===== src/rtl/bist_pkg.sv =====
// Shared memory-BIST definitions: default widths, fail-counter limits and the
// sweep terminal-address helper used by the datapath and the control FSM.
package bist_pkg;

  localparam int ADDR_W_DEF = 4;
  localparam int DATA_W_DEF = 8;
  localparam int RD_LAT_DEF = 1;

  localparam int                    FAIL_CNT_W   = 8;
  localparam logic [FAIL_CNT_W-1:0] FAIL_CNT_MAX = 8'd255;

  // Terminal address of a sweep; the start address is term_adr(!up_down, aw).
  function automatic logic [31:0] term_adr(input logic up_down, input int unsigned aw);
    return up_down ? ((32'd1 << aw) - 32'd1) : 32'd0;
  endfunction

endpackage


===== src/rtl/bist_adr_cnt.sv =====
// BIST address counter: start-address load, modulo up/down count and a
// registered one-cycle terminal-count pulse.
module bist_adr_cnt
  import bist_pkg::*;
#(
  parameter int ADDR_W = ADDR_W_DEF
) (
  input  logic              clk,
  input  logic              rst,
  input  logic              enable,
  input  logic              up_down,
  input  logic              rst_adr,
  output logic [ADDR_W-1:0] adr,
  output logic              c_out
);

  logic [ADDR_W-1:0] term;
  logic [ADDR_W-1:0] start;
  logic              wrap;

  assign term  = ADDR_W'(term_adr(up_down, ADDR_W));
  assign start = ADDR_W'(term_adr(!up_down, ADDR_W));
  // A start-address load wins over a terminal step, so no pulse is raised then.
  assign wrap  = enable && !rst_adr && (adr == term);

  always_ff @(posedge clk or negedge rst) begin
    if (!rst) begin
      adr   <= '0;
      c_out <= 1'b0;
    end else begin
      c_out <= wrap;
      if (rst_adr || wrap) begin
        adr <= start;
      end else if (enable) begin
        adr <= up_down ? adr + ADDR_W'(1) : adr - ADDR_W'(1);
      end
    end
  end

endmodule


===== src/rtl/bist_datapath.sv =====
// Memory-BIST address/data/compare datapath with read-compare pipeline and fail log.
// Define BIST_FAIL_LOG_EN to implement fail_adr/fail_cnt; otherwise they read as 0.
module bist_datapath
  import bist_pkg::*;
#(
  parameter int ADDR_W = ADDR_W_DEF,
  parameter int DATA_W = DATA_W_DEF,
  parameter int RD_LAT = RD_LAT_DEF
) (
  input  logic                  clk,
  input  logic                  rst,
  input  logic                  enable,
  input  logic                  up_down,
  input  logic                  rst_adr,
  input  logic                  data_bit,
  input  logic                  wr_en,
  input  logic                  read_en,
  input  logic                  clr,
  output logic                  c_out,
  output logic [ADDR_W-1:0]     mem_adr,
  output logic [DATA_W-1:0]     mem_wdata,
  output logic                  mem_we,
  output logic                  mem_re,
  input  logic [DATA_W-1:0]     mem_rdata,
  output logic                  err,
  output logic                  fail,
  output logic [ADDR_W-1:0]     fail_adr,
  output logic [FAIL_CNT_W-1:0] fail_cnt
);

  logic [ADDR_W-1:0] adr;

  bist_adr_cnt #(
    .ADDR_W(ADDR_W)
  ) u_adr_cnt (
    .clk    (clk),
    .rst    (rst),
    .enable (enable),
    .up_down(up_down),
    .rst_adr(rst_adr),
    .adr    (adr),
    .c_out  (c_out)
  );

  assign mem_adr   = adr;
  assign mem_wdata = {DATA_W{data_bit}};
  assign mem_we    = wr_en;
  assign mem_re    = read_en;

  // ---- Stage p0..p(RD_LAT-1): expected word travels with the read until data returns
  logic              vld_p [RD_LAT];
  logic [DATA_W-1:0] exp_p [RD_LAT];
  logic              miss;

  always_ff @(posedge clk or negedge rst) begin
    if (!rst) begin
      for (int i = 0; i < RD_LAT; i++) vld_p[i] <= 1'b0;
    end else begin
      vld_p[0] <= read_en;
      for (int i = 1; i < RD_LAT; i++) vld_p[i] <= vld_p[i-1];
    end
  end

  always_ff @(posedge clk) begin
    exp_p[0] <= mem_wdata;
    for (int i = 1; i < RD_LAT; i++) exp_p[i] <= exp_p[i-1];
  end

  // ---- Compare stage: read data meets the oldest pipeline entry
  assign miss = vld_p[RD_LAT-1] && (mem_rdata != exp_p[RD_LAT-1]);

  always_ff @(posedge clk or negedge rst) begin
    if (!rst) begin
      err  <= 1'b0;
      fail <= 1'b0;
    end else begin
      err  <= miss;
      fail <= clr ? miss : (fail | miss);
    end
  end

`ifdef BIST_FAIL_LOG_EN
  logic [ADDR_W-1:0] adr_p [RD_LAT];

  function automatic logic [FAIL_CNT_W-1:0] sat_inc(input logic [FAIL_CNT_W-1:0] cnt);
    return (cnt == FAIL_CNT_MAX) ? cnt : cnt + FAIL_CNT_W'(1);
  endfunction

  always_ff @(posedge clk) begin
    adr_p[0] <= adr;
    for (int i = 1; i < RD_LAT; i++) adr_p[i] <= adr_p[i-1];
  end

  // A clear coincident with a mismatch restarts the log with that mismatch.
  always_ff @(posedge clk or negedge rst) begin
    if (!rst) begin
      fail_adr <= '0;
      fail_cnt <= '0;
    end else if (clr) begin
      fail_adr <= miss ? adr_p[RD_LAT-1] : '0;
      fail_cnt <= miss ? FAIL_CNT_W'(1) : '0;
    end else if (miss) begin
      if (!fail) fail_adr <= adr_p[RD_LAT-1];
      fail_cnt <= sat_inc(fail_cnt);
    end
  end
`else
  assign fail_adr = '0;
  assign fail_cnt = '0;
`endif

endmodule


===== config.mk =====
export PLATFORM = sky130hd
export DESIGN_NAME = bist_datapath
export DESIGN_NICKNAME = d
export VERILOG_FILES = /design/src/rtl/bist_pkg.sv /design/src/rtl/bist_adr_cnt.sv /design/src/rtl/bist_datapath.sv
export SDC_FILE = /design/constraint.sdc
export NUM_CORES = 1
export LEC_CHECK = 0
export CAP_MARGIN = 25
export CORE_MARGIN = 4
export CORE_UTILIZATION = 39
export CTS_BUF_LIST = sky130_fd_sc_hd__clkbuf_4 sky130_fd_sc_hd__clkbuf_8
export CTS_CLUSTER_DIAMETER = 100
export CTS_CLUSTER_SIZE = 30
export DETAILED_ROUTE_END_ITERATION = 8
export GPL_ROUTABILITY_DRIVEN = 1
export HOLD_SLACK_MARGIN = 0.08
export PLACE_DENSITY = 0.89
export SETUP_SLACK_MARGIN = 0.5
export SLEW_MARGIN = 10
export SYNTH_ARGS = -nofsm -noshare
export SYNTH_HDL_FRONTEND = slang
export SYNTH_SLANG_ARGS = --single-unit

===== constraint.sdc =====
create_clock -name clk -period 3.21 [get_ports clk]
set_input_delay 0.642 -clock clk [delete_from_list [all_inputs] [get_ports clk]]
set_output_delay 0.642 -clock clk [all_outputs]
set_load 0.02 [all_outputs]

* Word-level counts from Yosys, hierarchy flattened
Memories as Yosys holds them, arrays and structs flattened.
Cells that the tools add are included.
** Word-level totals
- Register bits after elaboration :: 8
- Memory bits (writable) :: 8
- Input port bits :: 17
- Memories :: 1
** Memory list
- exp_p :: words 1, bits a word 8, rd ports 1, clocked after memory_dff 0, write ports 1, line bist_datapath.sv:52 : logic [DATA_W-1:0] exp_p [RD_LAT];
** Operators by class
- $add $sub $neg :: 2
- Eq/ne operators :: 2
- Mux-type cells :: 6
- Bitwise logic cells :: 1
- Reduce and logical (&&, ||, !) cells :: 6
** Operator list (count)
- $mux 4 :: 5
- $ne 8x8->1 :: 1
- $add 4x1->4 const B :: 1
- $eq 4x4->1 :: 1
- $sub 4x1->4 const B :: 1
- $logic_and 1x1->1 :: 3
- $reduce_bool 2->1 :: 1
- $logic_not 1->1 :: 1
- $logic_or 1x1->1 :: 1
- $mux 1 :: 1
- $or 1x1->1 :: 1

* Depth between registers and ports, before layout
Gate-level depths: netlist of run 1.
- Word-level depth :: 5
- Mapped depth :: 7
- Depth with buffers taken out :: 6

* By module
Synthesis of run 1 repeated with hierarchy kept, for this count alone.
** Second synthesis, totals
- Cells, all modules :: 79
- Area total of the unflattened synthesis :: 706.9 um2
** By module, submodules not included
- bist_adr_cnt :: times used 1, cells each 41, area an instance 375.4 um2, sequential area each 125.1 um2
- bist_datapath :: times used 1, cells each 38, area an instance 331.6 um2, sequential area each 95.1 um2

* Least setup slack after synthesis of run 1
Ideal clock, no wire load.
- Path kind :: input -> register
- Start :: in up_down
- End :: reg u_adr_cnt.adr[3]
- Arrival :: 1963 ps
- Required time :: 3084 ps
- Setup slack :: 1121 ps
- Cell stages on the path :: 7
- Path buffers :: 1
- Cell sequence :: buf_6 inv_1 ha_1 and3_1 o211ai_1 o31ai_1 a311o_1
** On the way
- Longest elaborated chain between the ends :: 5
- Elaborated cells on any way between the ends :: 9
- Those cells by class :: eq/ne (1); mux (5); reduce/logical (3)
** Ends and longest elaborated chain
- start: declaration :: line bist_datapath.sv:13 : input logic up_down,
- $mux 4 :: line bist_pkg.sv:14 : return up_down ? ((32'd1 << aw) - 32'd1) : 32'd0;
- $eq 4x4->1 :: line bist_adr_cnt.sv:24 : assign wrap = enable && !rst_adr && (adr == term);
- $logic_and 1x1->1 :: line bist_adr_cnt.sv:24
- $logic_or 1x1->1 :: line bist_adr_cnt.sv:32 : if (rst_adr || wrap) begin
- $mux 4 / $reduce_bool 2->1 (equally long branches)
- end signal: assignment :: line bist_adr_cnt.sv:33 : adr <= start;
- end signal: assignment :: line bist_adr_cnt.sv:35 : adr <= up_down ? adr + ADDR_W'(1) : adr - ADDR_W'(1);
- end: declaration :: line bist_adr_cnt.sv:13 : output logic [ADDR_W-1:0] adr,
Several ways; a longest one is shown, not always the timed one. The select of a mux whose other input is x is not followed.
A chain may end at the register's enable or synchronous reset.

* Final worst setup path of run 1
- Start :: in data_bit
- End :: out mem_wdata[0]
** RTL lines
- start: declaration :: line bist_datapath.sv:15 : input logic data_bit,
- end: declaration :: line bist_datapath.sv:21 : output logic [DATA_W-1:0] mem_wdata,
No word-level cell between the ends.

==> impl_summary.md, run 1 <==
STA
The final-report setup violation count is 0. The minimum hold slack is 469 ps. Setup repair after global routing left no endpoint under its margin. Static timing analysis puts the maximum clock frequency at 0.389 GHz. The smallest clock period supported by the final layout is computed as 2570 ps. The final hold violation count is 0. Of the available clock period, the critical path in the final layout requires 80.0%. Between clock sinks in the finished design, the worst skew comes to around 9.3 ps. The final count of pins violating max slew is 0. After routing, the total negative slack on setup checks comes to 0 ps.

The worst path setup slack after routing is 641 ps.

Floorplanning
The overall die width is 50.3 um. The initial utilization of the core area, before any placement, comes to between 40% and 50%. The number of top-level design ports is 46. The floorplan step set the die height to 50.3 um. The core area is roughly 0.0017 mm2.

The floorplan die area is 0.00253 mm2. The site row count is 15.

Clock tree
The clock tree from TritonCTS is built. The H-tree depth is 1. Clock tree synthesis inserted a total of 3 buffers. For this design, the CTS-stage hold fixing added 0 buffers. The longest clock path from root to sink contains 2 buffers. The cell at the root of the clock tree is sky130_fd_sc_hd__clkbuf_4. The number of sinks on the clock net is 9. Clock-pin slew was measured on the worst setup and hold paths at approximately 50 ps. After clock tree synthesis, the setup repair step added 0 buffers. The clock latency of the later-clocked register in the worst-skew pair is 260 ps. The quantity of gates resized following cts is 0.

Routing
Summing over every cut layer, the via total after detailed routing is 594. For this run, design rule violations remaining after detail routing come to 0. In this run, the number of DRC markers left after iteration 0 of detailed routing was 28. The vias per cell is about 4.7.

The mean routed wirelength per cell is between 10 and 15 um. The number of iterations in the first detailed-routing pass is 4. Once detail routing completed, the nets flagged for antenna violations numbered 0. The detailed-route wire length is between 1 and 1.5 mm.

Cells and area
Measured on the finished design, the core utilization comes to between 50% and 60%. The final cell count without fillers is 126. Summing all flip-flop and latch instances after layout gives 220 um2. The final design area excluding fillers is 930 um2. The count of fill cells added during filler insertion is between 150 and 200. The antenna cell count is 0.

For this run, the post-layout net count is ~120. From synthesis to final layout, the design area changed by 33.2%. The share of cells above drive strength 1 is 4.95%. The area of combinational cells with multiple inputs is 319 um2.

Synth
In the synthesized netlist, the cells that appear most often are sky130_fd_sc_hd__buf_4 (22), sky130_fd_sc_hd__dfrtp_1 (8), sky130_fd_sc_hd__inv_1 (5). In this run, distinct cell masters in the synthesized netlist total 30. Counting every instance in the synthesized netlist gives 79. The Yosys step of the flow raised 0 warnings. sky130_fd_sc_hd__buf_4 is the most common cell in the netlist.

The post-synthesis register bit count is 9. Averaged over all synthesized cells, the footprint is 8.84 um2. After synthesis, the cell types taking the most area are sky130_fd_sc_hd__dfrtp_1 (29%), sky130_fd_sc_hd__buf_4 (24%), sky130_fd_sc_hd__ha_1 (3.6%). The fraction of the yosys area taken by sequential cells is about a third. The portion of synthesized cell area occupied by the leading cell type is 28.7%. The leading area contributor after synthesis is sky130_fd_sc_hd__dfrtp_1.

Counting flops with a built-in enable in the synthesized netlist gives 0. In the synthesized netlist the async set-or-reset flop fraction comes to approximately 89%. The most used flip-flop cell after synthesis is sky130_fd_sc_hd__dfrtp_1. In this run the cell area of the synthesized design comes to 698 um2.

Worst hold path
The worst hold path startpoint is fail. The worst hold endpoint is fail. The worst hold path cell count is 1. The worst hold path belongs to the class reg2reg.

Global route
The global-route wire length before repair is 2.19 mm. The via count of the first global-routing pass is 552. The initial antenna violation count is 0. Global routing used 19.6% of the available met2 tracks.

The global routing usage on met3 is 5.64%. The total overflow reported by the global router is 0. The fraction of met1 tracks used by global routing is between 10% and 20%. The largest net degree at the start of global routing is 10. The layer flagged by global routing as most heavily used is met2. The total global-route track usage is between 10% and 20%.

Power
Across the VDD grid, the largest voltage drop is 0.000227 V. Power comes to around 380 uW. In this run the static leakage power is 0.413 nW. The total power divided by cell area is 405 mW/mm2.

Setup path
The largest stage delay on the critical path is around 670 ps. STA puts the critical path data required time at ~2600 ps. The most common cell type on the critical path is sky130_fd_sc_hd__clkdlybuf4s50_1. The endpoint of the worst register-to-register path is u_adr_cnt.adr[3].

The arrival time at the worst endpoint is 1930 ps. The critical path contains buffers and inverters numbering 2 combined. The startpoint class of the critical path is an input port. On the critical path, the stage with the largest delay is an instance of sky130_fd_sc_hd__clkdlybuf4s50_1. Across all register-to-register paths, the minimum setup slack is 1480 ps. On the critical path the largest part of the delay comes from buffers and inverters.

The worst register-to-register path begins at u_adr_cnt.adr[2]. The type of the worst setup path is in2out. For the worst flop-to-flop path, the logic depth is 5.

The signal on the critical path passes through clkdlybuf4s50_1, clkdlybuf4s50_1. The element type at the critical path end is an output pin. The highest fanout seen on the critical path is 9.

Placed design
Input and output buffers added on the ports amount to 31. After detailed placement, the total cell area comes to 900 um2. Routability-driven placement finished with a final weighted congestion of 0.822. The number of placed cells counting well taps is 122.

The detailed-placement wirelength estimate is approximately 1.2 mm. At the placement stage, the worst setup path has a slack of 412 ps.

Job
Across the run, the number of max-cap violations was 0.

Run status
The flow ran to the end, and the final reports show no timing, DRC or antenna violations.
## report_power, final
group / internal [mW] / switching, mW / total, mW / leakage [nW]
sequential: 0.124 / 0.0129 / 0.137 / 0.104
combinational: 0.0680 / 0.0766 / 0.145 / 0.291
clock: 0.0562 / 0.0380 / 0.0942 / 0.0184
total: 0.249 / 0.127 / 0.376 / 0.413
## worst max-delay path by stage
stage / from / end / slack [ps] / depth (start not counted)
after floorplan: up_down / u_adr_cnt.adr[3] / 1120 / 7
after global placement: up_down / u_adr_cnt.adr[3] / 500 / 7
after detailed placement: up_down / u_adr_cnt.adr[3] / 410 / 7
after CTS: data_bit / mem_wdata[1] / 630 / 2
after global routing: up_down / u_adr_cnt.adr[3] / 570 / 7
final: data_bit / mem_wdata[0] / 640 / 2
## state kept, by name, indices dropped and copies added (netlist names)
signal / flops
exp_p: 1
u_adr_cnt.c_out: 1
fail: 1
u_adr_cnt.adr: 4
vld_p: 1
err: 1
## layer usage
layer,up-vias,share of wire [%]
met5,-,0
met4,0,1.5
met1,272,41
met3,4,10
met2,34,47
li1,284,-
## layout make-up
class / instances / area share, %
timing repair buffer: 31 / 33.4
multi-input combinational: 52 / 34.3
clock buffer: 4 / 3.23
inverter: 5 / 2.02
tap: 25 / 3.36
sequential: 9 / 23.7
## cells by family after synthesis
group / Yosys count / synth area share [%]
buf+inv: 29 / 28.7
fa+ha+maj: 3 / 6.45
other cells: 1 / 0.537
xor+xnor: 2 / 2.51
simple gates: 20 / 15.6
compound gates: 15 / 14.7
flops: 9 / 31.5
## placed cells by master (no fill, tap or decap), types with 2 or more instances in the layout
| cell | netlist | routed |
|---|---|---|
| sky130_fd_sc_hd__nand2_1 | 2 | 2 |
| sky130_fd_sc_hd__nand3_1 | 4 | 4 |
| sky130_fd_sc_hd__o31ai_1 | 2 | 2 |
| sky130_fd_sc_hd__nor2b_1 | 2 | 2 |
| sky130_fd_sc_hd__or3_1 | 2 | 2 |
| sky130_fd_sc_hd__dfrtp_1 | 8 | 8 |
| sky130_fd_sc_hd__xor2_1 | 2 | 2 |
| sky130_fd_sc_hd__ha_1 | 2 | 2 |
| sky130_fd_sc_hd__conb_1 | 1 | 12 |
| sky130_fd_sc_hd__clkdlybuf4s50_1 | 0 | 31 |
| sky130_fd_sc_hd__a31oi_1 | 2 | 2 |
| sky130_fd_sc_hd__clkbuf_4 | 0 | 4 |
| sky130_fd_sc_hd__inv_1 | 5 | 5 |
| sky130_fd_sc_hd__o21ai_0 | 3 | 3 |
| sky130_fd_sc_hd__nor2_1 | 3 | 3 |
| sky130_fd_sc_hd__a21o_1 | 2 | 2 |
| sky130_fd_sc_hd__a21oi_1 | 2 | 2 |
| sky130_fd_sc_hd__and3_1 | 2 | 2 |
Power figures use the tool's default switching activity.
==> run 2: changes to the inputs <==
--- a/config.mk
+++ b/config.mk
@@ -7,14 +7,14 @@
 export LEC_CHECK = 0
 export CAP_MARGIN = 25
 export CORE_MARGIN = 4
-export CORE_UTILIZATION = 39
+export CORE_UTILIZATION = 33
 export CTS_BUF_LIST = sky130_fd_sc_hd__clkbuf_4 sky130_fd_sc_hd__clkbuf_8
 export CTS_CLUSTER_DIAMETER = 100
 export CTS_CLUSTER_SIZE = 30
 export DETAILED_ROUTE_END_ITERATION = 8
 export GPL_ROUTABILITY_DRIVEN = 1
 export HOLD_SLACK_MARGIN = 0.08
-export PLACE_DENSITY = 0.89
+export PLACE_DENSITY = 0.81
 export SETUP_SLACK_MARGIN = 0.5
 export SLEW_MARGIN = 10
 export SYNTH_ARGS = -nofsm -noshare
==> constraint.sdc (replaced) <==
create_clock -name clk -period 2.2 [get_ports clk]
set_input_delay 0.44 -clock clk [delete_from_list [all_inputs] [get_ports clk]]
set_output_delay 0.44 -clock clk [all_outputs]
set_load 0.02 [all_outputs]
==> run 2 against run 1 <==
Against the previous run: via count is 3.7% higher; register-to-register slack worse by 900 ps; cell area is 14% higher; sequential share of layout area is 2.7 points lower; combinational power is 72% higher; non-clock buffer count is 7 higher; worst hold slack better by 2.4 ps; flip-flop and latch count stayed put; critical path depth is 5 higher; clock skew is 8.1 ps lower; count of clock-buffer cells in the layout stayed put.
==> impl_summary.md, run 2 (synthesis gave the netlist of run 1 again) <==
Run status
The flow ran to the end, and the final reports show no timing, DRC or antenna violations.

Setup path
The slowest stage of the critical path belongs to the cell sky130_fd_sc_hd__a311o_1. The worst setup path is launched from an input port. The most critical setup path has its startpoint at up_down. The arrival time at the worst endpoint is 1790 ps (-140 ps). The startpoint identified for the worst register-to-register timing path is u_adr_cnt.adr[2].

The number of gates on the worst path with buffers counted is 7 (+5). The type of the worst setup path is in2reg. The element type at the critical path end is a flip-flop. The highest fanout seen on the critical path was 4 (-5). The critical path goes through buf_2, clkinvlp_4, ha_4, a21o_1, o21ai_1, a21oi_1, a311o_1. In this run the critical register-to-register path is captured at u_adr_cnt.adr[3]. The number of buffer and inverter stages on the critical path is 2 (unchanged). The last element of the critical path is u_adr_cnt.adr[3]. The critical path data required time is 2330 ps (-240 ps). The largest stage delay on the critical path is 310 ps (-360 ps). The worst reg-to-reg path cell count is 5 (unchanged). The worst setup slack for register-to-register paths is 580 ps (-900 ps).

The cell family with the largest share of critical-path delay is compound AO/OA/AOI/OAI gates.

Placed design
The number of placed cells counting well taps is 131 (+7.4%). The count of input and output buffers is 31 (unchanged). The standard cell area after detailed placement is 988 um2 (+9.9%). The detailed-placement wirelength estimate is 1.26 mm (+4.0%). The final RePlAce weighted congestion is 0.749 (-8.9%). The worst slack at placement is -151 ps (-563 ps).

Floorplanning
The core area came to 0.00198 mm2 (+16%). The number of top-level design ports is 46 (unchanged). The initial cell density of the core is 35.2% (-5.7 points). The die height came to 54.0 um (+7.3%). The overall die width came to 54.0 um (+7.3%). The site row count is 16 (+1). The floorplan die area is 0.00292 mm2 (+15%).

Job
The max-capacitance violation count was 0 (unchanged).

Clock tree
The tree is rooted in a sky130_fd_sc_hd__clkbuf_4. The number of sinks on the clock net came to 9 (unchanged). The number of buffers inserted for hold repair after clock tree synthesis is 0 (unchanged). The post-CTS setup buffer count is 0 (unchanged).

The deepest clock path buffer count is 2 (unchanged). The clock tree from TritonCTS is built. The number of buffers created by CTS came to 3 (unchanged). The clock latency of the later-clocked register in the worst-skew pair is 250 ps (about the same). The H-tree depth is 1 (unchanged). The clock slew seen by the registers of the worst setup and hold paths is 50 ps (about the same).

Routing
The detailed-route DRC error count is 0 (unchanged). The number of iterations in the first detailed-routing pass came to 4 (unchanged). The initial detailed-routing violation count is 11 (-61%). The mean routed wirelength per cell is 12.4 um (+5.1%).

The detailed-route wire length was 1.67 mm (+13%). The post-detailed-route count of antenna-violating nets is 0 (unchanged). The total vias in the final route is 616 (+3.7%).

The vias per cell came to 4.56 (-3.2%).

Worst hold path
In this run the worst hold path is classified as in2async.

Cells and area
The final design area excluding fillers came to 0.00106 mm2 (+14%). Counting flops per register, the top entry is u_adr_cnt.adr. The core utilization of the finished layout is 53.3% (-1.1 points). The post-synthesis to final-layout area growth is 51.3%. The antenna cell count came to 0 (unchanged). The count of fill cells added during filler insertion came to 182 (+8.3%).

The net count of the finished layout came to 129 (+5.7%). The most common cell after layout, fill and taps aside is sky130_fd_sc_hd__clkdlybuf4s50_1. The area of combinational cells with multiple inputs is 385 um2 (+21%). In the layout the commonest cells are sky130_fd_sc_hd__clkdlybuf4s50_1 (15), sky130_fd_sc_hd__conb_1 (12), sky130_fd_sc_hd__clkdlybuf4s15_2 (8). The number of flip-flops in the largest register came to 4 (unchanged).

The final cell count without fillers was 135 (+7.1%). The share of cells above drive strength 1 is 31.5% (+27 points). The area occupied by registers was 221 um2 (+0.57%).

STA
The minimum hold slack was 471 ps (+2.37 ps). The smallest clock period supported by the final layout is computed as 1660 ps. The post-route setup TNS was 0 ps (unchanged). The final-report setup violation count was 0 (unchanged). The worst clock skew is 1.22 ps (-8.07 ps). The worst path setup slack after routing is 539 ps (-102 ps). The final hold violation count came to 0 (unchanged). Setup repair after global routing left no endpoint under its margin.

The final count of pins violating max slew was 0 (unchanged). The maximum clock frequency is 0.602 GHz. After layout, the worst path uses between 70% and 80% of the clock period.

Power
The total power was 584 uW (+55%). The largest voltage drop on the vdd net was 0.000367 V (+61%). The leakage power total was 0.466 nW (+13%). The total power divided by cell area came to 553 mW/mm2 (+37%).

Global route
The total overflow reported by the global router was 0 (unchanged). The total global-route track usage is 12.0% (+0.48 points). The initial antenna violation count came to 0 (unchanged).

The global-route wire length before repair is 2.50 mm (+14%). The via count of the first global-routing pass is 604 (+9.4%). The largest net degree at the start of global routing is 10 (unchanged).
## run 2: worst min-delay path by stage
| stage | from | to | slack (ps) | cells past startpoint |
|---|---|---|---|---|
| 6_report | rst | u_adr_cnt.adr[1] | 470 | 1 |
| 5_1_grt | rst | u_adr_cnt.adr[1] | 490 | 1 |
| 4_1_cts | rst | u_adr_cnt.adr[1] | 470 | 1 |
| 3_5_place_dp | fail | fail | 470 | 1 |
| 3_3_place_gp | fail | fail | 460 | 1 |
| 2_1_floorplan | rst | err | 140 | 0 |
## run 2: per-layer routing
layer	vias to the layer above	routed length, um	share of wire, %	global-route usage, %
met5	-	0	0	0
met4	0	49	2.9	3.73
met3	7	146	8.7	5.82
met2	33	895	53	20.6
met1	282	582	35	12.9
li1	294	-	-	-
## run 2: layout make-up
class                      instances  share of cell area [%]
clock buffer                       4                    2.84
sequential                         9                    21.0
multi-input combinational         52                    36.5
timing repair buffer              38                    34.4
tap                               27                    3.20
inverter                           5                    2.13
## run 2: report_power, final
| part | total [mW] | switching [mW] | internal, mW |
|---|---|---|---|
| sequential | 0.204 | 0.0216 | 0.182 |
| combinational | 0.249 | 0.131 | 0.118 |
| clock | 0.131 | 0.0496 | 0.0817 |
## run 2: worst reg2reg max path: cells and delay by family, from the launching register on
family	cells	cell delay, ps
compound gates	4	800
fa+ha+maj	1	280
flops	1	410
## run 2: timing repair
item,4_1_cts,5_1_grt
setup endpoints to repair,17,5
gates cloned,0,0
gates resized for setup,38,12
pin swaps,3,8
==> run 3: changes to the inputs <==
==> constraint.sdc (replaced) <==
create_clock -name clk -period 1.51 [get_ports clk]
set_input_delay 0.302 -clock clk [delete_from_list [all_inputs] [get_ports clk]]
set_output_delay 0.302 -clock clk [all_outputs]
set_load 0.02 [all_outputs]
==> run 3 against run 2 <==
Against the previous run: the run now ends with setup timing left; largest power group unchanged; sequential share of layout area down 1.6 points; first-iteration DRC count decreased by 9.1%; non-clock buffer count is 12 higher; largest cell class is now buffers; cell count grew 8.9%; count of clock-buffer cells in the layout did not move; core utilization rose by 4.9 points; clock power rose by 55%; cell area grew 9.1%; highest routed layer unchanged; global-route usage increased by 1.5 points; worst hold slack worse by 240 ps; total power is 62% higher.
==> impl_summary.md, run 3 (synthesis gave the netlist of run 1 again) <==
Run status
The run finished, with violations left. The checks that failed: setup timing.

Clock tree
The cell at the root of the clock tree is sky130_fd_sc_hd__clkbuf_4. The number of sinks on the clock net is 9 (unchanged). The deepest clock path buffer count is 2 (unchanged). The H-tree depth was 1 (unchanged). The number of buffers created by CTS came to 3 (unchanged). The clock slew seen by the registers of the worst setup and hold paths is 60 ps (about the same). The number of buffers inserted for hold repair after clock tree synthesis is 0 (unchanged). TritonCTS built the clock tree. The clock latency of the later-clocked register in the worst-skew pair is 260 ps (about the same).

STA
Setup repair after global routing could not meet its margin everywhere. The share of the cycle needed by the critical path after routing is 104%. The smallest clock period supported by the final layout is computed as 1570 ps.

The final count of pins violating max slew is 0 (unchanged). The final-report setup violation count is 4 (+4). The worst clock skew is 3.12 ps (+1.90 ps).

The maximum clock frequency is 0.636 GHz. The worst path setup slack after routing came to -62.8 ps (-602 ps). The final hold violation count is 0 (unchanged). The post-route setup TNS was -159 ps (-159 ps).

Placed design
The count of input and output buffers is 31 (unchanged). The final RePlAce weighted congestion is 0.813 (+8.6%). The number of placed cells counting well taps is 135 (+3.1%). The detailed-placement wirelength estimate is 1.41 mm (+12%). The worst slack at placement came to -692 ps (-541 ps).

Setup path
The highest fanout seen on the critical path came to 4 (unchanged). The arrival time at the worst endpoint is 1740 ps (-50 ps). The signal on the critical path passes through ha_4, nand3_2, o31a_1, or2_2, o21ai_0.

Grouping stages by cell kind, the critical path spends the most delay in flip-flops. The worst setup path is captured at a flip-flop. The number of buffer and inverter stages on the critical path is 0 (-2). The largest stage delay on the critical path is 410 ps (+100 ps). The slowest stage of the critical path is the sky130_fd_sc_hd__dfrtp_1 cell. The type of the worst setup path is reg2reg.

The startpoint class of the critical path is a flip-flop. The critical path data required time is 1670 ps (-660 ps).

Routing
The mean routed wirelength per cell is 12.5 um (+0.67%). The post-detailed-route count of antenna-violating nets came to 0 (unchanged). The detailed-route DRC error count is 0 (unchanged). The vias per cell is 4.54 (-0.56%). The number of iterations in the first detailed-routing pass is 4 (unchanged). The initial detailed-routing violation count was 10 (-1). The detailed-route wire length was 1.84 mm (+9.6%). The total vias in the final route is 667 (+8.3%).

Cells and area
In the layout the commonest cells are sky130_fd_sc_hd__buf_6 (18), sky130_fd_sc_hd__conb_1 (12), sky130_fd_sc_hd__buf_4 (11). The antenna cell count was 0 (unchanged). The number of flip-flops in the largest register is 4 (unchanged).

The most common cell after layout, fill and taps aside is sky130_fd_sc_hd__buf_6. The net count of the finished layout came to 141 (+9.3%). The share of cells above drive strength 1 is 49.2% (+18 points). The core utilization of the finished layout came to 58.1% (+4.9 points). The final cell count without fillers is 147 (+8.9%).

The register with the most flip-flops is u_adr_cnt.adr. The post-synthesis to final-layout area growth is 65.1%.

Global route
The global-route wire length before repair was 2.76 mm (+11%). After global routing, the most crowded layer is met2. The global routing usage on met3 is 5.54% (-0.28 points).

The total overflow reported by the global router is 0 (unchanged). The fraction of met2 tracks used by global routing is 25.0% (+4.4 points). The total global-route track usage is 13.4% (+1.5 points). The fraction of met1 tracks used by global routing is 13.3% (+0.38 points). The initial antenna violation count is 0 (unchanged). The largest net degree at the start of global routing is 10 (unchanged).

The via count of the first global-routing pass is 653 (+8.1%).

Floorplanning
The floorplan die area is 0.00292 mm2 (unchanged). The core area is 0.00198 mm2 (unchanged). The number of top-level design ports is 46 (unchanged). The initial cell density of the core was 35.2% (unchanged). The site row count is 16 (unchanged). The die height was 54.0 um (unchanged). The overall die width is 54.0 um (unchanged).

Power
The leakage power total was 0.553 nW (+19%). The largest voltage drop on the vdd net is 0.000527 V (+44%). The total power divided by cell area was 820 mW/mm2 (+48%). The total power is 945 uW (+62%).

Worst hold path
The worst hold path belongs to the class in2reg.

Job
The max-capacitance violation count is 0 (unchanged).
[run 3: power by group]
group	total, mW	internal [mW]	switching, mW	leakage [nW]
Combinational	0.455	0.238	0.217	0.432
Sequential	0.288	0.266	0.0222	0.103
Clock	0.203	0.120	0.0831	0.0184
[run 3: final timing paths]
kind | from | cells past startpoint | slack (ps) | to
min in group asynchronous | rst | 1 | 310 | u_adr_cnt.adr[0]
max | u_adr_cnt.adr[2] | 5 | -60 | u_adr_cnt.adr[1]
min | data_bit | 1 | 230 | exp_p[0][6]
min reg2reg | vld_p | 1 | 540 | err
max reg2reg | u_adr_cnt.adr[2] | 5 | -60 | u_adr_cnt.adr[1]
max in group asynchronous | rst | 1 | 940 | u_adr_cnt.adr[1]
[run 3: area by class of cell]
type | count | area (um2)
repair buffers | 50 | 453
clock buffers | 4 | 30.0
fillers | 167 | 830
well taps | 27 | 33.8
flip-flops and latches | 9 | 223
inverters | 5 | 22.5
multi-input cells | 52 | 390
[run 3: worst reg2reg max path, delay by kind of cell, from the launching register on]
family	cells	cell delay, ps
AO/OA/AOI/OAI	2	370
adder cells (fa/ha/maj)	1	300
flip-flops	1	410
AND/OR/NAND/NOR	2	410
[run 3: per-layer routing]
layer	part of all wire (%)	vias to the layer above	wire [um]
li1	-	321	-
met3	8.1	6	148
met4	3.0	0	55
met2	54	36	992
met1	35	304	639
met5	0	-	0
[run 3: what timing repair did]
action,CTS,global route
buffers inserted,7,1
endpoints found under the setup margin,23,13
pin swaps,5,5
gates resized for setup,121,8
gates cloned,0,0
[run 3: per-stage QoR]
stage,hold WS [ps],area [um2]
floorplan,6.41,777
global placement,465,1020
detailed placement,472,1020
CTS,232,1110
global route,236,1150
finish,233,1150
==> edit 1 (flow settings as in run 2) <==
Add an input register stage for `up_down`, cleared by the reset; this delays it by one clock. The other inputs are not delayed to match.
--- a/src/rtl/bist_datapath.sv
+++ b/src/rtl/bist_datapath.sv
@@ -28,6 +28,16 @@
   output logic [FAIL_CNT_W-1:0] fail_cnt
 );
 
+  logic up_down_q;
+
+  always_ff @(posedge clk or negedge rst) begin
+    if (!rst) begin
+      up_down_q <= '0;
+    end else begin
+      up_down_q <= up_down;
+    end
+  end
+
   logic [ADDR_W-1:0] adr;
 
   bist_adr_cnt #(
@@ -36,7 +46,7 @@
     .clk    (clk),
     .rst    (rst),
     .enable (enable),
-    .up_down(up_down),
+    .up_down(up_down_q),
     .rst_adr(rst_adr),
     .adr    (adr),
     .c_out  (c_out)
Function: changed (Yosys sat finds a counterexample within 4 cycles, from zero or initial values and one cycle with rst low).
==> edit 1 against run 2 <==
- sequential cell count increased by 1
- utilization decreased by 4.9 points
- setup slack got worse by 94 ps
- routed wire length increased by 0.54%
- power increased by 19%
- register-to-register slack got worse by 130 ps
- sequential power increased by 20%
- design area increased by 2.3%
- synthesized area increased by 12%
- clock power increased by 23%
==> edit 1: results (changes against run 2) <==
Status
The run finished with clean final reports.

Placement
The pre-CTS setup slack is 28.2 ps (+180 ps). The quantity of I/O buffers inserted on ports is 31 (unchanged). The routability congestion estimate from global placement was 0.784 (+4.6%). The standard cell area after detailed placement came to 1010 um2 (+2.4%). The total half-perimeter wirelength after legalization and detailed placement is 1380 um (+9.4%).

Logic synthesis
The sequential fraction of the synthesis area is 31.5% (-0.081 points). The share of synthesized flip-flops with an asynchronous set or reset is 90.0% (+1.1 points). The number of distinct library cell variants in the gate-level netlist after synthesis came to 31 (+3.3%). Ranked by instance count, the synthesized netlist is headed by buf_4, dfrtp_1, nand3_1, nand2_1, nor2_1. The mean instance size in the synthesized netlist is 9.17 um2 (+3.8%). Ranked by total cell area, the synthesized netlist is headed by dfrtp_1, buf_4, mux2i_1.

Detailed routing
The overall routed net length is 1680 um (+0.54%). The violation count after the first detailed-routing iteration is 2 (-9). The detailed-route via count is 633 (+2.8%). The detailed-route wire length per cell was 12.3 um (-0.93%).

The first-pass iteration count of the detailed router is 4 (unchanged).

Global route
The global router's overall resource usage is 11.3% (-0.65 points). The largest net degree at the start of global routing is 11 (+1). The via count of the first global-routing pass came to 691 (+14%).

The global-route wire length before repair came to 2890 um (+16%).

Cells and area
The share of post-route cells with drive strength above 1 came to 24.8% (-6.7 points). The number of flip-flops in the largest register is 4 (unchanged). The number of fill cells in the layout is 203 (+12%).

CTS
The number of CTS-inserted buffers is 3 (unchanged). The count of H-tree levels built during CTS is 1 (unchanged). The maximum buffer depth of the clock tree is 2 (unchanged). The clock reaches the later pin of the worst-skew pair after 260 ps. The clock-pin slew on the worst setup and hold paths is 70 ps (+20 ps).

Critical path
The critical-path maximum fanout is 5 (+1).

Hold path
The min-delay analysis places its worst path in the category in -> async.

Pwr
The maximum resistive drop on vdd is 0.424 mV (+16%). The standby leakage power was 0.471 nW (+1.1%).

Timing
The worst clock skew was 7.21 ps (+5.99 ps).
-- edit 1: cells by family after synthesis --
group | Yosys count | synth area share, %
xor gates and xnor gates | 2 | 2.25
and+or+nand+nor | 25 | 19.1
adders and majority gates | 3 | 5.78
muxes | 3 | 3.85
DFF | 10 | 31.5
other | 1 | 0.481
buffers and inverters | 29 | 26.8
AOI/OAI and AO/OA | 12 | 10.3
-- edit 1: area by class of cell --
type,instances,share of cell area [%]
clock buffer,4,3.36
inverter,3,1.39
multi-input combinational,57,37.2
sequential,10,22.9
tap,28,3.24
timing repair buffer,35,31.9
-- edit 1: routing by layer --
layer,vias up,global-route usage [%],part of all wire [%]
li1,305,-,-
met1,284,11.7,36
met2,40,20.6,51
met3,4,3.22,12
met4,0,5.42,0.71
met5,-,0,0
-- edit 1: worst max-delay path, cell delays in order (launching register included) --
cell,delay [ps]
dfrtp_1,400
clkinvlp_4,180
ha_4,300
a21oi_2,120
nor3_1,60
or3_1,360
a211o_1,230
-- edit 1: worst paths after layout --
path | from | endpoint | slack, ps | cells after the start
worst max-delay path | up_down_q | u_adr_cnt.adr[3] | 450 | 6
worst min-delay path | rst | fail | 460 | 1
worst max register to register | up_down_q | u_adr_cnt.adr[3] | 450 | 6
worst min register to register | fail | fail | 480 | 1
max in group asynchronous | rst | u_adr_cnt.adr[0] | 1430 | 1
min in group clk | fail | fail | 480 | 1
-- edit 1: metrics by stage --
stage	util, %	total power [mW]
after floorplan	-	0.455
after global placement	45.3	0.523
after detailed placement	45.3	0.537
after CTS	48.3	0.700
after global routing	48.3	0.743
final	48.3	0.693
-- edit 1: power by group --
part	switching [mW]	total [mW]	internal (mW)	leakage, nW
combinational	0.149	0.288	0.139	0.338
clock	0.0602	0.161	0.100	0.0210
sequential	0.0373	0.244	0.206	0.112
-- edit 1: what timing repair did --
| item | 4_1_cts | 5_1_grt |
|---|---|---|
| resized for setup | 36 | 3 |
| pin swaps | 2 | 2 |
| setup endpoints to repair | 14 | 5 |
| buffers inserted | 2 | 0 |
| cloned | 0 | 0 |
==> edit 2 (flow settings as in run 2) <==
Made on the original files. The package constant `ADDR_W_DEF` goes from 4 to 5.
--- a/src/rtl/bist_pkg.sv
+++ b/src/rtl/bist_pkg.sv
@@ -2,7 +2,7 @@
 // sweep terminal-address helper used by the datapath and the control FSM.
 package bist_pkg;
 
-  localparam int ADDR_W_DEF = 4;
+  localparam int ADDR_W_DEF = 5;
   localparam int DATA_W_DEF = 8;
   localparam int RD_LAT_DEF = 1;
 
Ports: changed (resized fail_adr and mem_adr); port bits go from 46 to 48. No check against the original RTL was run, so the function may have changed too.
==> edit 2 against run 2 <==
- via count up 12%
- setup slack got worse by 320 ps
- synthesized area increased by 11%
- utilization is 0.23 points lower
- die area increased by 9.7%
- power increased by 29%
- count of clock-buffer cells in the layout is the same
- clock power up 24%
- routed wire length increased by 7.7%
- fmax shrank 16%
- design area increased by 12%
- first-iteration DRC count fell by 64%
- sequential cell count grew 1
==> edit 2: results (changes against run 2) <==
Status
The flow ran to the end, and the final reports show no timing, DRC or antenna violations.

Pwr
The maximum resistive drop on vdd was 0.350 mV (-4.5%). The standby leakage power is 0.538 nW (+16%).

Cells and area
The flip-flop and latch area is 248 um2 (+12%). The fraction of area in multi-input gates is 39.2% (+2.7 points). The share of post-route cells with drive strength above 1 is 32.5% (+1.0 points).

The design area is 1180 um2 (+12%). The fraction of cell area in non-clock buffers was 32.1% (-2.3 points). The number of fill cells in the layout was 220 (+21%).

The number of flip-flops and latches is 10 (+1). The number of multi-input combinational cells was 61 (+17%). The number of flip-flops in the largest register is 5 (+1).

The clock-cell share of area is 3.06% (+0.22 points).

Critical path
The critical-path maximum fanout is 2 (-2). The number of cells on the worst reg-to-reg path is 7 (+2). Among all stages on the critical path, the largest delay is contributed by fa_2.

The arrival time at the worst endpoint is 2130 ps (+340 ps). The stage delay of the slowest cell on the critical path is 390 ps (+80 ps).

Logic synthesis
The synthesized instance count is 88 (+11%). The sequential fraction of the synthesis area is 31.5% (about the same). Counting instances in the post-synthesis netlist gives the leading cell types as buf_4, dfrtp_1, inv_1. The synthesized-area fraction occupied by ao, oa, aoi and oai cells is 18.0% (+3.3 points). The xor/xnor cell area share of the yosys netlist was 3.38% (+0.87 points).

The number of distinct library cell variants in the gate-level netlist after synthesis is 33 (+10%). The share of synthesized flip-flops with an asynchronous set or reset came to 90.0% (+1.1 points). In the post-synthesis netlist, the biggest area contributors are dfrtp_1, buf_4, ha_1.

Placement
The total half-perimeter wirelength after legalization and detailed placement was 1440 um (+14%). The pre-CTS setup slack is -438 ps (-286 ps). The standard cell area after detailed placement is 1100 um2 (+11%). The number of instances in the placed design is 145 (+11%).

The routability congestion estimate from global placement is 0.800 (+6.8%). The quantity of I/O buffers inserted on ports is 32 (+3.2%).

CTS
The clock-pin slew on the worst setup and hold paths is 70 ps (+20 ps). The post-cts repair resize count is 26 (-32%). The count of H-tree levels built during CTS came to 1 (unchanged). The post-CTS setup-driven buffer insertion count is 2 (+2).

Detailed routing
The via density per instance is 4.58 (+0.43%). The overall routed net length came to 1800 um (+7.7%). The detailed-route wire length per cell is 11.9 um (-3.7%).

The first-pass iteration count of the detailed router is 6 (+2). The violation count after the first detailed-routing iteration is 4 (-7).

Timing
The worst clock skew came to 1.78 ps (+0.565 ps).

Global route
The global router's overall resource usage is 11.9% (-0.11 points). The global-route wire length before repair came to 3080 um (+24%).

Floorplanning
The horizontal extent of the die was 56.6 um (+4.8%).
[edit 2: cell types whose count changed in the layout (fill, tap and decap cells not counted), moves of 3 or more]
cell,delta
buf_4,+5
clkdlybuf4s15_2,-7
dlygate4sd2_1,+8
o21ai_0,+3
[edit 2: final timing paths]
check                                       from          endpoint  slack (ps)
worst max-delay path            u_adr_cnt.adr[1]  u_adr_cnt.adr[4]         220
worst min-delay path                         rst              fail         470
worst max register to register  u_adr_cnt.adr[1]  u_adr_cnt.adr[4]         220
worst min register to register              fail              fail         480
max in group asynchronous                    rst  u_adr_cnt.adr[1]        1410
min in group clk                            fail              fail         480
[edit 2: per-layer routing]
layer	wire, um	up-vias	track usage, %
li1	-	334	-
met1	708	317	14.2
met2	916	39	20.5
met3	172	2	2.30
met4	6	0	5.08
met5	0	-	0
[edit 2: power by group]
group          leakage [nW]  total (mW)  switching, mW  internal, mW
clock                0.0210       0.162         0.0618         0.100
sequential            0.111       0.226         0.0220         0.205
combinational         0.406       0.366          0.182         0.183
